<file path="src/rtl/micro_cmd_iface.sv">
// Processor GPIO command decoder driving the image address FSM, the pixel write port and result readback.
// A command executes only when its toggle bit differs from the last accepted toggle.
module micro_cmd_iface #(
  parameter int NB_GPIO  = 32,
  parameter int NB_DATA  = 8,
  parameter int NB_IMAGE = 10,
  parameter int RD_LAT   = 2
) (
  input  logic                i_CLK,
  input  logic                i_reset,
  input  logic [NB_GPIO-1:0]  i_GPIO_data,
  input  logic                i_EoP,
  input  logic [NB_DATA-1:0]  i_rdata,
  output logic [NB_GPIO-1:0]  o_GPIO_data,
  output logic [NB_IMAGE-1:0] o_imgLength,
  output logic                o_load,
  output logic                o_SoP,
  output logic                o_valid,
  output logic [NB_DATA-1:0]  o_wdata,
  output logic                o_softReset
);

  typedef enum logic [1:0] {
    ST_IDLE = 2'b00,
    ST_LOAD = 2'b01,
    ST_PROC = 2'b10,
    ST_READ = 2'b11
  } state_t;

  localparam logic [2:0] OP_NOP      = 3'b000;
  localparam logic [2:0] OP_SET_LEN  = 3'b001;
  localparam logic [2:0] OP_LD_START = 3'b010;
  localparam logic [2:0] OP_DATA     = 3'b011;
  localparam logic [2:0] OP_LD_END   = 3'b100;
  localparam logic [2:0] OP_SOP      = 3'b101;
  localparam logic [2:0] OP_READ     = 3'b110;
  localparam logic [2:0] OP_SOFT_RST = 3'b111;

  logic [3+NB_DATA:0]  cmd_r;
  logic                eop_r;
  logic                toggle_r;
  state_t              state_r;
  logic                load_r;
  logic                sop_r;
  logic                valid_r;
  logic [NB_DATA-1:0]  wdata_r;
  logic [NB_IMAGE-1:0] img_len_r;
  logic                err_r;
  logic                srst_r;
  logic [NB_DATA-1:0]  rdata_r;
  logic [RD_LAT-1:0]   rd_pipe_r;
  logic [NB_GPIO-1:0]  status_r;

  logic [2:0]          cmd_op_s;
  logic                cmd_tog_s;
  logic [NB_DATA-1:0]  cmd_payload_s;
  logic                accept_s;
  logic                rd_busy_s;
  logic                gpio_unused_s;

  state_t              state_nxt_s;
  logic                toggle_nxt_s;
  logic                load_nxt_s;
  logic                sop_nxt_s;
  logic                valid_nxt_s;
  logic [NB_DATA-1:0]  wdata_nxt_s;
  logic [NB_IMAGE-1:0] img_len_nxt_s;
  logic                err_nxt_s;
  logic                srst_nxt_s;
  logic                rd_req_s;
  logic                rd_flush_s;

  assign gpio_unused_s = ^i_GPIO_data[NB_GPIO-5:NB_DATA];
  assign cmd_op_s      = cmd_r[3+NB_DATA -: 3];
  assign cmd_tog_s     = cmd_r[NB_DATA];
  assign cmd_payload_s = cmd_r[NB_DATA-1:0];
  assign rd_busy_s     = |rd_pipe_r;
  // A new command waits one cycle after a strobe so o_valid can never stay high twice in a row.
  assign accept_s      = (cmd_tog_s != toggle_r) && !valid_r;

  // Next-state and next-output decode for the command FSM.
  always_comb begin
    state_nxt_s   = state_r;
    toggle_nxt_s  = toggle_r;
    load_nxt_s    = load_r;
    sop_nxt_s     = sop_r;
    valid_nxt_s   = 1'b0;
    wdata_nxt_s   = wdata_r;
    img_len_nxt_s = img_len_r;
    err_nxt_s     = err_r;
    srst_nxt_s    = 1'b0;
    rd_req_s      = 1'b0;
    rd_flush_s    = 1'b0;

    if ((state_r == ST_PROC) && eop_r) begin
      state_nxt_s = ST_READ;
      sop_nxt_s   = 1'b0;
    end else begin
      sop_nxt_s   = sop_r;
    end

    if (accept_s) begin
      toggle_nxt_s = cmd_tog_s;
      case (cmd_op_s)
        OP_NOP: begin
          err_nxt_s = err_r;
        end
        OP_SET_LEN: begin
          if (state_r == ST_IDLE) img_len_nxt_s = NB_IMAGE'(cmd_payload_s);
          else                    err_nxt_s = 1'b1;
        end
        OP_LD_START: begin
          if ((state_r == ST_IDLE) || (state_r == ST_READ)) begin
            state_nxt_s = ST_LOAD;
            load_nxt_s  = 1'b1;
          end else begin
            err_nxt_s = 1'b1;
          end
        end
        OP_DATA: begin
          if (state_r == ST_LOAD) begin
            wdata_nxt_s = cmd_payload_s;
            valid_nxt_s = 1'b1;
          end else begin
            err_nxt_s = 1'b1;
          end
        end
        OP_LD_END: begin
          if (state_r == ST_LOAD) begin
            state_nxt_s = ST_IDLE;
            load_nxt_s  = 1'b0;
          end else begin
            err_nxt_s = 1'b1;
          end
        end
        OP_SOP: begin
          if (state_r == ST_IDLE) begin
            state_nxt_s = ST_PROC;
            sop_nxt_s   = 1'b1;
          end else begin
            err_nxt_s = 1'b1;
          end
        end
        OP_READ: begin
          if ((state_r == ST_READ) && !rd_busy_s) begin
            valid_nxt_s = 1'b1;
            rd_req_s    = 1'b1;
          end else begin
            err_nxt_s = 1'b1;
          end
        end
        OP_SOFT_RST: begin
          state_nxt_s = ST_IDLE;
          load_nxt_s  = 1'b0;
          sop_nxt_s   = 1'b0;
          valid_nxt_s = 1'b0;
          err_nxt_s   = 1'b0;
          srst_nxt_s  = 1'b1;
          rd_flush_s  = 1'b1;
        end
        default: begin
          err_nxt_s = 1'b1;
        end
      endcase
    end else begin
      toggle_nxt_s = toggle_r;
    end
  end

  // State, output and readback registers; the read pipe marks when i_rdata is due.
  always_ff @(posedge i_CLK or negedge i_reset) begin
    if (!i_reset) begin
      cmd_r     <= '0;
      eop_r     <= 1'b0;
      toggle_r  <= 1'b0;
      state_r   <= ST_IDLE;
      load_r    <= 1'b0;
      sop_r     <= 1'b0;
      valid_r   <= 1'b0;
      wdata_r   <= '0;
      img_len_r <= '0;
      err_r     <= 1'b0;
      srst_r    <= 1'b0;
      rdata_r   <= '0;
      rd_pipe_r <= '0;
      status_r  <= '0;
    end else begin
      cmd_r     <= {i_GPIO_data[NB_GPIO-1 -: 4], i_GPIO_data[NB_DATA-1:0]};
      eop_r     <= i_EoP;
      toggle_r  <= toggle_nxt_s;
      state_r   <= state_nxt_s;
      load_r    <= load_nxt_s;
      sop_r     <= sop_nxt_s;
      valid_r   <= valid_nxt_s;
      wdata_r   <= wdata_nxt_s;
      img_len_r <= img_len_nxt_s;
      err_r     <= err_nxt_s;
      srst_r    <= srst_nxt_s;
      if (rd_pipe_r[RD_LAT-1]) rdata_r <= i_rdata;
      else                     rdata_r <= rdata_r;
      if (rd_flush_s) rd_pipe_r <= '0;
      else            rd_pipe_r <= (rd_pipe_r << 1'b1) | RD_LAT'(rd_req_s);
      status_r  <= {state_r, eop_r, err_r, {(NB_GPIO-4-NB_DATA){1'b0}}, rdata_r};
    end
  end

  assign o_GPIO_data = status_r;
  assign o_imgLength = img_len_r;
  assign o_load      = load_r;
  assign o_SoP       = sop_r;
  assign o_valid     = valid_r;
  assign o_wdata     = wdata_r;
  assign o_softReset = srst_r;

endmodule

</file>
<file path="config.mk">
export PLATFORM = sky130hd
export DESIGN_NAME = micro_cmd_iface
export DESIGN_NICKNAME = d
export VERILOG_FILES = /design/src/rtl/micro_cmd_iface.sv
export SDC_FILE = /design/constraint.sdc
export NUM_CORES = 1
export LEC_CHECK = 0
export ABC_AREA = 1
export CAP_MARGIN = 10
export CORE_MARGIN = 5
export CORE_UTILIZATION = 43
export CTS_BUF_LIST = sky130_fd_sc_hd__clkbuf_16
export DETAILED_ROUTE_END_ITERATION = 8
export GPL_TIMING_DRIVEN = 0
export PLACE_DENSITY = 0.81
export SYNTH_ARGS = -nofsm -noshare
export SYNTH_HDL_FRONTEND = slang
export SYNTH_SLANG_ARGS = --single-unit
</file>
<file path="constraint.sdc">
create_clock -name i_CLK -period 1.7 [get_ports i_CLK]
set_input_delay 0.17 -clock i_CLK [delete_from_list [all_inputs] [get_ports i_CLK]]
set_output_delay 0.17 -clock i_CLK [all_outputs]
set_load 0.005 [all_outputs]
</file>
==> impl_metrics.toml, run 1 <==
[die]
die_w_um = 85.4
core_region_area_sq_mm = 0.00551
fp.dieArea_sq_mm = 0.00729
floorplan.initialDensity_pct = 44.4
die_y_um = 85.4
top_level_ports = 97
row_count = 27

[detailed_routing]
wl_per_cell_um = 12.2
route.antenna.remaining_nets = 0
route.detailed.drc = 0
vias = 1659
via_per_inst = 4.35
first_iter_violations = 46
detail_route.first_pass.iterations = 4
totalWireLength_um = 4630

[logic_synthesis]
synth_top_family_by_area = "simple AND/OR/NAND/NOR gates"
netlist_area_sq_mm = 0.00244
fraction_of_post_synthesis_cell_area_in_the_top_cell_type_by_area_pct = 60.4
yosys_register_bits = 59
synth_cells = 216
proportion_of_synthesized_chip_area_in_sequential_cells_pct = 60.4
ys_top_cells_by_area = "sky130_fd_sc_hd__dfrtp_1 60%, sky130_fd_sc_hd__buf_4 7.1%, sky130_fd_sc_hd__nand2_1 6.3%, sky130_fd_sc_hd__o21ai_2 5.7%, sky130_fd_sc_hd__mux2_2 3.7%"
synth_area_leader_cell = "sky130_fd_sc_hd__dfrtp_1"
synth_fa_ha_area_share_pct = 2.05
synth_simple_gate_area_share_pct = 13.9
post_synth_xor_area_fraction_pct = 0
yosys-mux-area-fraction_pct = 3.68
syn-mean-instance-area_sq_um = 11.3
synth_cell_type_count = 25
synth-warning-count = 0
synth_compound_gate_area_share_pct = 7.63

[worst_hold_path]
hp-class = "primary input to flip-flop"

[global_routing]
grt-ovfl-total = 0
wire_length_of_the_first_global_routing_pass_um = 7620
gr-usage-all-layers_pct = 13.6
grt_antenna_before_repair = 0
grt_start_max_net_pins = 34
via_count_of_the_first_global_routing_pass = 1680

[layout]
finalNetCount = 351
flow.area_growth_from_synthesis_pct = 43.1
post-route-util_pct = 63.6
layout-drive-gt1-share_pct = 26.9
diodes = 0

[clock_network]
tritoncts.num_buffers = 9
cts.clk_slew.worst_paths_ns = 0.05
clock_tree.buffer_depth = 2
clock_tree_from_tritoncts = "yes"
postCtsSetupRepairBufs = 0
cts-htree-levels = 3
cts.root.buffer_cell = "sky130_fd_sc_hd__clkbuf_16"
numClockSinks = 59
clkLatencyLatePin_ns = 0.32

[power]
power_density_mw_per_mm2 = 1570
power_leakage_nw = 1.75
total_power_w = 0.00550
power.ir.vdd_worst_mv = 0.861

[timing]
worst_slew_pin_slew_ns = 0.617
unrepaired_setup_endpoints_after_global_routing = "false"
final-setup-viol-count = 0
slew-limit-headroom_pct = 58.9
post-route-period-util_pct = 90.2
period_minus_slack_ns = 1.53
finalClockSkew_ns = 0.00598
hold_viol = 0
final_max_slew_viol_count = 0
maximum_clock_frequency_ghz = 0.652

[setup_path]
timing.critical_path.required_ns = 1.91
cp.arrival_ns = 1.74
critical_path_class = "flip-flop to flip-flop"
startpoint_type = "flip-flop"
path_max_fanout = 10
critical_path.endpoint_type = "flip-flop"

[flow_run]
cap_viol_max_count = 0

[placed_design]
gpl_congestion = 0.786
numPortBuffers = 54
detailedPlacementHpwl_um = 3460

[status]
status = "complete, no violations"
## sequential cells by signal (all words and copies together) (netlist names), 2 cells and up
signal / flops
o_wdata: 8
cmd_r: 12
o_GPIO_data: 12
o_imgLength: 8
rdata_r: 8
rd_pipe_r: 2
state_r: 2
## worst max-delay path: stages, from the launching register on
cell and delay [ns]:
sky130_fd_sc_hd__dfrtp_1 0.42, sky130_fd_sc_hd__inv_1 0.11, sky130_fd_sc_hd__ha_2 0.21, sky130_fd_sc_hd__nand3_2 0.09, sky130_fd_sc_hd__nor2_1 0.12, sky130_fd_sc_hd__nand2_2 0.15, sky130_fd_sc_hd__buf_6 0.19, sky130_fd_sc_hd__nand2_1 0.07
sky130_fd_sc_hd__o21ai_2 0.05
## Yosys cell counts, drive strengths merged
master  count
a21oi       2
buf        27
conb        1
dfrtp      59
ha          4
inv        21
mux2        8
nand2      45
nand3      12
nand3b      1
nor2       12
o21ai      22
o22ai       1
or2         1
## final timing paths
check / start / depth (start not counted) / slack (ns) / endpoint
hold reg to reg: rdata_r[1] / 0 / 0.37 / o_GPIO_data[1]
max in group asynchronous: i_reset / 3 / 0.72 / cmd_r[1]
setup / recovery: state_r[1] / 8 / 0.17 / o_imgLength[7]
setup reg to reg: state_r[1] / 8 / 0.17 / o_imgLength[7]
min in group asynchronous: i_reset / 2 / 0.41 / eop_r
hold / removal: i_GPIO_data[6] / 1 / 0.29 / cmd_r[6]
## cell type report
type / instances / area, sq um
fill: 463 / 2010
sequential: 59 / 1480
multi-input combinational: 130 / 752
timing repair buffer: 56 / 566
clock buffer: 9 / 225
buffer: 27 / 211
clock inverter: 7 / 92.6
tap: 72 / 90.1
inverter: 21 / 86.3
## placed cells by master, fill, tap and decap left out, types with 9 or more instances in the layout
master	Yosys	layout
sky130_fd_sc_hd__buf_4	23	23
sky130_fd_sc_hd__inv_1	17	16
sky130_fd_sc_hd__clkdlybuf4s50_1	0	53
sky130_fd_sc_hd__dfrtp_1	59	59
sky130_fd_sc_hd__nor2_1	10	10
sky130_fd_sc_hd__nand3_1	10	10
sky130_fd_sc_hd__conb_1	1	22
sky130_fd_sc_hd__nand2_1	41	41
sky130_fd_sc_hd__clkbuf_16	0	9
sky130_fd_sc_hd__o21ai_2	16	16
## kinds of logic after synthesis
group | count (synthesis)
flops | 59
compound gates | 25
buf+inv | 48
mux | 8
other cells | 1
simple gates | 71
fa+ha+maj | 4
## metrics by stage
stage	TNS [ns]	cells	hold slack, ns	setup WS (ns)	instance area (sq um)
detailed placement	0	364	0.219	0.114	3170
floorplan	0	237	-0.126	0.315	2520
finish	0	381	0.287	0.167	3500
global route	0	381	0.270	0.0365	3500
CTS	0	381	0.278	0.0981	3500
global placement	-77.80	363	0.357	-1.32	3150
## where the power goes
part	total (W)	internal (W)	switching [W]	leakage (nW)
clock	0.00187	0.00127	0.000600	0.149
sequential	0.00210	0.00187	0.000233	0.750
combinational	0.00153	0.000929	0.000598	0.847
total	0.00550	0.00407	0.00143	1.75
## per-layer routing
layer | share of wire [%] | routed length [um] | track usage, %
met1 | 38 | 1770 | 14.8
met3 | 10 | 483 | 5.73
met2 | 50 | 2330 | 22.1
met4 | 1.1 | 52 | 7.77
met5 | 0 | 0 | 0
## timing repair
item	4_1_cts	5_1_grt
endpoints found under the setup margin	0	2
hold endpoints to repair	26	0
gates resized for setup	0	2
hold buffers	1	0
(Power assumes the default switching activity.)
==> run 2, diff against run 1 <==
--- a/config.mk
+++ b/config.mk
@@ -6,13 +6,13 @@
 export NUM_CORES = 1
 export LEC_CHECK = 0
 export ABC_AREA = 1
-export CAP_MARGIN = 10
+export CAP_MARGIN = 20
 export CORE_MARGIN = 5
 export CORE_UTILIZATION = 43
 export CTS_BUF_LIST = sky130_fd_sc_hd__clkbuf_16
 export DETAILED_ROUTE_END_ITERATION = 8
 export GPL_TIMING_DRIVEN = 0
-export PLACE_DENSITY = 0.81
+export PLACE_DENSITY = 0.82
 export SYNTH_ARGS = -nofsm -noshare
 export SYNTH_HDL_FRONTEND = slang
 export SYNTH_SLANG_ARGS = --single-unit
==> impl_metrics.toml, run 2 (same netlist as run 1, synthesis figures left out) <==
[layout]
flow.area_growth_from_synthesis_pct = 42.8
layout.cells.most_common_list = "59 x sky130_fd_sc_hd__dfrtp_1, 53 x sky130_fd_sc_hd__clkdlybuf4s50_1, 41 x sky130_fd_sc_hd__nand2_1"
finalNetCount = 351
layout-drive-gt1-share_pct = 26.5
layout_commonest_cell = "sky130_fd_sc_hd__dfrtp_1"
post-route-cell-area_sq_mm = 0.00349
layoutNonFillerInstCount = 381
fill_cells = 454
diodes = 0
post-route-util_pct = 63.4

[detailed_routing]
route.detailed.drc = 0
detail_route.first_pass.iterations = 4
vias = 1669
route.antenna.remaining_nets = 0
first_iter_violations = 60
totalWireLength_um = 4730
wl_per_cell_um = 12.4
via_per_inst = 4.38

[global_routing]
grt-ovfl-total = 0
wire_length_of_the_first_global_routing_pass_um = 7760
via_count_of_the_first_global_routing_pass = 1626
gr-usage-all-layers_pct = 13.8
grt_start_max_net_pins = 41
grt_antenna_before_repair = 0

[clock_network]
postCtsSetupRepairBufs = 0
clock_tree.buffer_depth = 2
cts.root.buffer_cell = "sky130_fd_sc_hd__clkbuf_16"
tritoncts.num_buffers = 9
clock_tree_from_tritoncts = "yes"
numClockSinks = 59
cts.clk_slew.worst_paths_ns = 0.05
cts-htree-levels = 3
clkLatencyLatePin_ns = 0.32

[die]
die_w_um = 85.4
floorplan.initialDensity_pct = 44.4
top_level_ports = 97
row_count = 27
fp.dieArea_sq_mm = 0.00729
die_y_um = 85.4
core_region_area_sq_mm = 0.00551

[setup_path]
worst_r2r_path_depth = 8
critical_path_class = "flip-flop to flip-flop"
worst-path-stages = 8
critPathSlowestCell = "sky130_fd_sc_hd__dfrtp_1"
timing.critical_path.required_ns = 1.90
path_max_fanout = 10
worstPathBufferInverterCount = 2
rrSetupSlack_ns = 0.16
critical_path.top_delay_family = "flip-flops"
critical_path.endpoint_type = "flip-flop"
worstPathCellList = "inv_2 > ha_2 > nand3_2 > nor2_1 > nand2_2 > buf_6 > nand2_1 > o21ai_2"
worst_path_largest_cell_delay_ns = 0.43
startpoint_type = "flip-flop"
cp.arrival_ns = 1.74

[timing]
fin_hold_ws_ns = 0.292
maximum_clock_frequency_ghz = 0.651
final-setup-viol-count = 0
period_minus_slack_ns = 1.54
hold_viol = 0
final_max_slew_viol_count = 0
finalClockSkew_ns = 0.00613
post-route-period-util_pct = 90.4
unrepaired_setup_endpoints_after_global_routing = "false"

[placed_design]
postPlaceCellArea_sq_mm = 0.00317
numPortBuffers = 54
dp.cells = 364
gpl_congestion = 0.846
detailedPlacementHpwl_um = 3520

[power]
power_density_mw_per_mm2 = 1570
power.ir.vdd_worst_mv = 0.937
power_leakage_nw = 1.75

[worst_hold_path]
hp-class = "primary input to flip-flop"
worst_hold_path_depth = 1

[flow_run]
cap_viol_max_count = 0

[status]
status = "complete, no violations"
[run 2: cell count changes in the layout (fill, tap and decap cells not counted)]
cell / previous run / this run
sky130_fd_sc_hd__clkinv_2: 1 / 2
sky130_fd_sc_hd__clkinv_1: 1 / 0
sky130_fd_sc_hd__clkinvlp_4: 2 / 1
sky130_fd_sc_hd__inv_1: 16 / 18
sky130_fd_sc_hd__clkinv_4: 1 / 0
[run 2: power by group]
| group | internal [W] | total (W) | switching [W] |
|---|---|---|---|
| sequential | 0.00187 | 0.00211 | 0.000242 |
| combinational | 0.000931 | 0.00154 | 0.000604 |
| clock | 0.00126 | 0.00185 | 0.000587 |
[run 2: cell type report]
| class | instances | area, sq um | share of cell area, % |
|---|---|---|---|
| Inverter | 21 | 86.3 | 2.47 |
| Sequential cell | 59 | 1480 | 42.3 |
| Clock buffer | 9 | 225 | 6.45 |
| Timing Repair Buffer | 56 | 566 | 16.2 |
| Buffer | 27 | 211 | 6.06 |
| Tap cell | 72 | 90.1 | 2.58 |
| Clock inverter | 7 | 85.1 | 2.44 |
| Multi-Input combinational cell | 130 | 752 | 21.5 |
[run 2: layer usage]
metal	wire length [um]	GRT usage (%)	vias to the layer above	share of wire [%]
li1	-	-	816	-
met1	1810	15.8	783	38
met4	56	6.47	0	1.2
met2	2370	22.3	66	50
met3	494	5.73	4	10
met5	0	0	-	0
[run 2: path summary, 6_finish.rpt]
path,from,endpoint
max,state_r[0],o_imgLength[6]
min,i_GPIO_data[31],cmd_r[11]
max reg2reg,state_r[0],o_imgLength[6]
min reg2reg,rdata_r[2],o_GPIO_data[2]
max in group asynchronous,i_reset,o_load
min in group asynchronous,i_reset,o_wdata[0]
[run 2: stage by stage]
stage                     total power, W  setup slack, ns  TNS, ns
after detailed placement         0.00368            0.104        0
after global placement           0.00359            -1.28   -75.41
after global routing             0.00583           0.0118        0
after CTS                        0.00555           0.0950        0
final                            0.00549            0.164        0
after floorplan                  0.00276            0.315        0
[run 2: what timing repair did]
| action | in CTS | in global routing |
|---|---|---|
| endpoints found under the setup margin | 0 | 2 |
| hold endpoints to repair | 19 | 0 |
| resized for setup | 0 | 2 |
| hold buffers | 1 | 0 |
==> run 3, diff against run 2 <==
--- a/config.mk
+++ b/config.mk
@@ -13,6 +13,7 @@
 export DETAILED_ROUTE_END_ITERATION = 8
 export GPL_TIMING_DRIVEN = 0
 export PLACE_DENSITY = 0.82
+export SLEW_MARGIN = 20
 export SYNTH_ARGS = -nofsm -noshare
 export SYNTH_HDL_FRONTEND = slang
 export SYNTH_SLANG_ARGS = --single-unit
==> impl_metrics.toml, run 3 (same netlist as run 1, synthesis figures left out) <==
[power]
power_leakage_nw = 1.74
power_density_mw_per_mm2 = 1570
power.ir.vdd_worst_mv = 0.930
net_switching_component_of_the_power_w = 0.00141
total_power_w = 0.00546
power_frac_seq_pct = 38.5
internal_power_w = 0.00405
power.share.clock_pct = 33.6
share_comb_of_total_power_pct = 27.9
switching_part_of_the_total_pct = 25.8

[global_routing]
gr-usage-all-layers_pct = 13.6
wire_length_of_the_first_global_routing_pass_um = 7600
via_count_of_the_first_global_routing_pass = 1651
grt_start_max_net_pins = 60
grt_antenna_before_repair = 0
grt-ovfl-total = 0

[clock_network]
cts.clk_slew.worst_paths_ns = 0.05
numClockSinks = 59
cts.root.buffer_cell = "sky130_fd_sc_hd__clkbuf_16"
cts-htree-levels = 3
clock_tree_from_tritoncts = "yes"
clock_tree.buffer_depth = 2
tritoncts.num_buffers = 9
clkLatencyLatePin_ns = 0.32

[die]
core_region_area_sq_mm = 0.00551
die_y_um = 85.4
floorplan.initialDensity_pct = 44.4
top_level_ports = 97
fp.dieArea_sq_mm = 0.00729
die_w_um = 85.4
row_count = 27

[timing]
worst_slew_pin_slew_ns = 0.695
finalClockSkew_ns = 0.00693
period_minus_slack_ns = 1.53
final_max_slew_viol_count = 0
post-route-period-util_pct = 89.7
unrepaired_setup_endpoints_after_global_routing = "false"
maximum_clock_frequency_ghz = 0.656
hold_viol = 0
setup_slack_ns = 0.174
slew-limit-headroom_pct = 53.7
final-setup-viol-count = 0

[layout]
layout-drive-gt1-share_pct = 26.0
diodes = 0
flow.area_growth_from_synthesis_pct = 42.1
multiInputGateArea_sq_um = 752
ff_latch_area_sq_mm = 0.00148
fill_cells = 473
layout.cells.most_common_list = "59 x sky130_fd_sc_hd__dfrtp_1, 53 x sky130_fd_sc_hd__clkdlybuf4s50_1, 41 x sky130_fd_sc_hd__nand2_1"
finalNetCount = 350
layout_commonest_cell = "sky130_fd_sc_hd__dfrtp_1"
post-route-cell-area_sq_mm = 0.00347
layoutNonFillerInstCount = 380

[setup_path]
path_max_fanout = 10
rrSetupSlack_ns = 0.17
critical_path_class = "flip-flop to flip-flop"
timing.critical_path.required_ns = 1.91
critical_path.endpoint_type = "flip-flop"
startpoint_type = "flip-flop"
cp.arrival_ns = 1.73

[placed_design]
dp.cells = 363
detailedPlacementHpwl_um = 3450
numPortBuffers = 54
postPlaceCellArea_sq_mm = 0.00315
gpl_congestion = 0.846
pre_cts_ws_ns = 0.113

[detailed_routing]
first_iter_violations = 82
detail_route.first_pass.iterations = 4
totalWireLength_um = 4640
wl_per_cell_um = 12.2
route.detailed.drc = 0
route.antenna.remaining_nets = 0
vias = 1671
via_per_inst = 4.40

[status]
status = "complete, no violations"

[worst_hold_path]
hp-class = "primary input to flip-flop"

[flow_run]
cap_viol_max_count = 0
## run 3: changes by cell type in the layout (fill, tap and decap cells not counted)
cell	change
sky130_fd_sc_hd__buf_12	-1
sky130_fd_sc_hd__inv_1	-1
sky130_fd_sc_hd__buf_2	-1
sky130_fd_sc_hd__buf_4	+1
sky130_fd_sc_hd__clkinv_1	+2
sky130_fd_sc_hd__clkinv_2	-1
## run 3: critical path, stage by stage (launching register included)
cell and delay, ns:
sky130_fd_sc_hd__dfrtp_1 0.43, sky130_fd_sc_hd__inv_2 0.12, sky130_fd_sc_hd__ha_2 0.22, sky130_fd_sc_hd__nand3_2 0.08, sky130_fd_sc_hd__nor2_1 0.12, sky130_fd_sc_hd__nand2_2 0.14, sky130_fd_sc_hd__buf_6 0.19, sky130_fd_sc_hd__nand2_1 0.08
sky130_fd_sc_hd__o21ai_2 0.05
## run 3: cell type report
cell class                 instances  area share (%)
clock buffer                       9            6.48
timing repair buffer              55            15.8
multi-input combinational        130            21.6
inverter                          21            2.49
tap                               72            2.59
sequential                        59            42.5
clock inverter                     7            2.41
buffer                            27            6.09
## run 3: through the flow
step	util, %	TNS (ns)	hold slack, ns
2_1_floorplan	-	0	-0.126
3_3_place_gp	57.3	-75.41	0.355
3_5_place_dp	57.2	0	0.271
4_1_cts	63.0	0	0.279
5_1_grt	63.1	0	0.275
6_report	63.1	0	0.290
## run 3: path summary, 6_finish.rpt
path	cells after the start	end	start
max	8	o_imgLength[6]	state_r[0]
max in group asynchronous	2	o_GPIO_data[29]	i_reset
min in group asynchronous	2	cmd_r[0]	i_reset
min	1	cmd_r[3]	i_GPIO_data[3]
max reg2reg	8	o_imgLength[6]	state_r[0]
min reg2reg	0	o_GPIO_data[3]	rdata_r[3]
## run 3: repair_timing
item / 4_1_cts / 5_1_grt
gates resized for setup: 0 / 2
setup endpoints to repair: 0 / 2
hold endpoints to repair: 59 / 0
setup buffers: 0 / 0
hold buffers: 1 / 0
## run 3: routing by layer
layer	part of all wire, %	vias to the layer above	global-route usage, %
li1	-	815	-
met2	50	68	22.1
met4	1.3	0	5.18
met5	0	-	0
met1	38	782	15.0
met3	11	6	7.18
## run 3: power groups by stage
stage          clock network (W)  registers, W  logic [W]
2_1_floorplan                  0       0.00211   0.000650
3_3_place_gp                   0       0.00210    0.00149
3_5_place_dp                   0       0.00214    0.00154
4_1_cts                  0.00188       0.00211    0.00154
5_1_grt                  0.00195       0.00217    0.00169
6_report                 0.00184       0.00211    0.00152
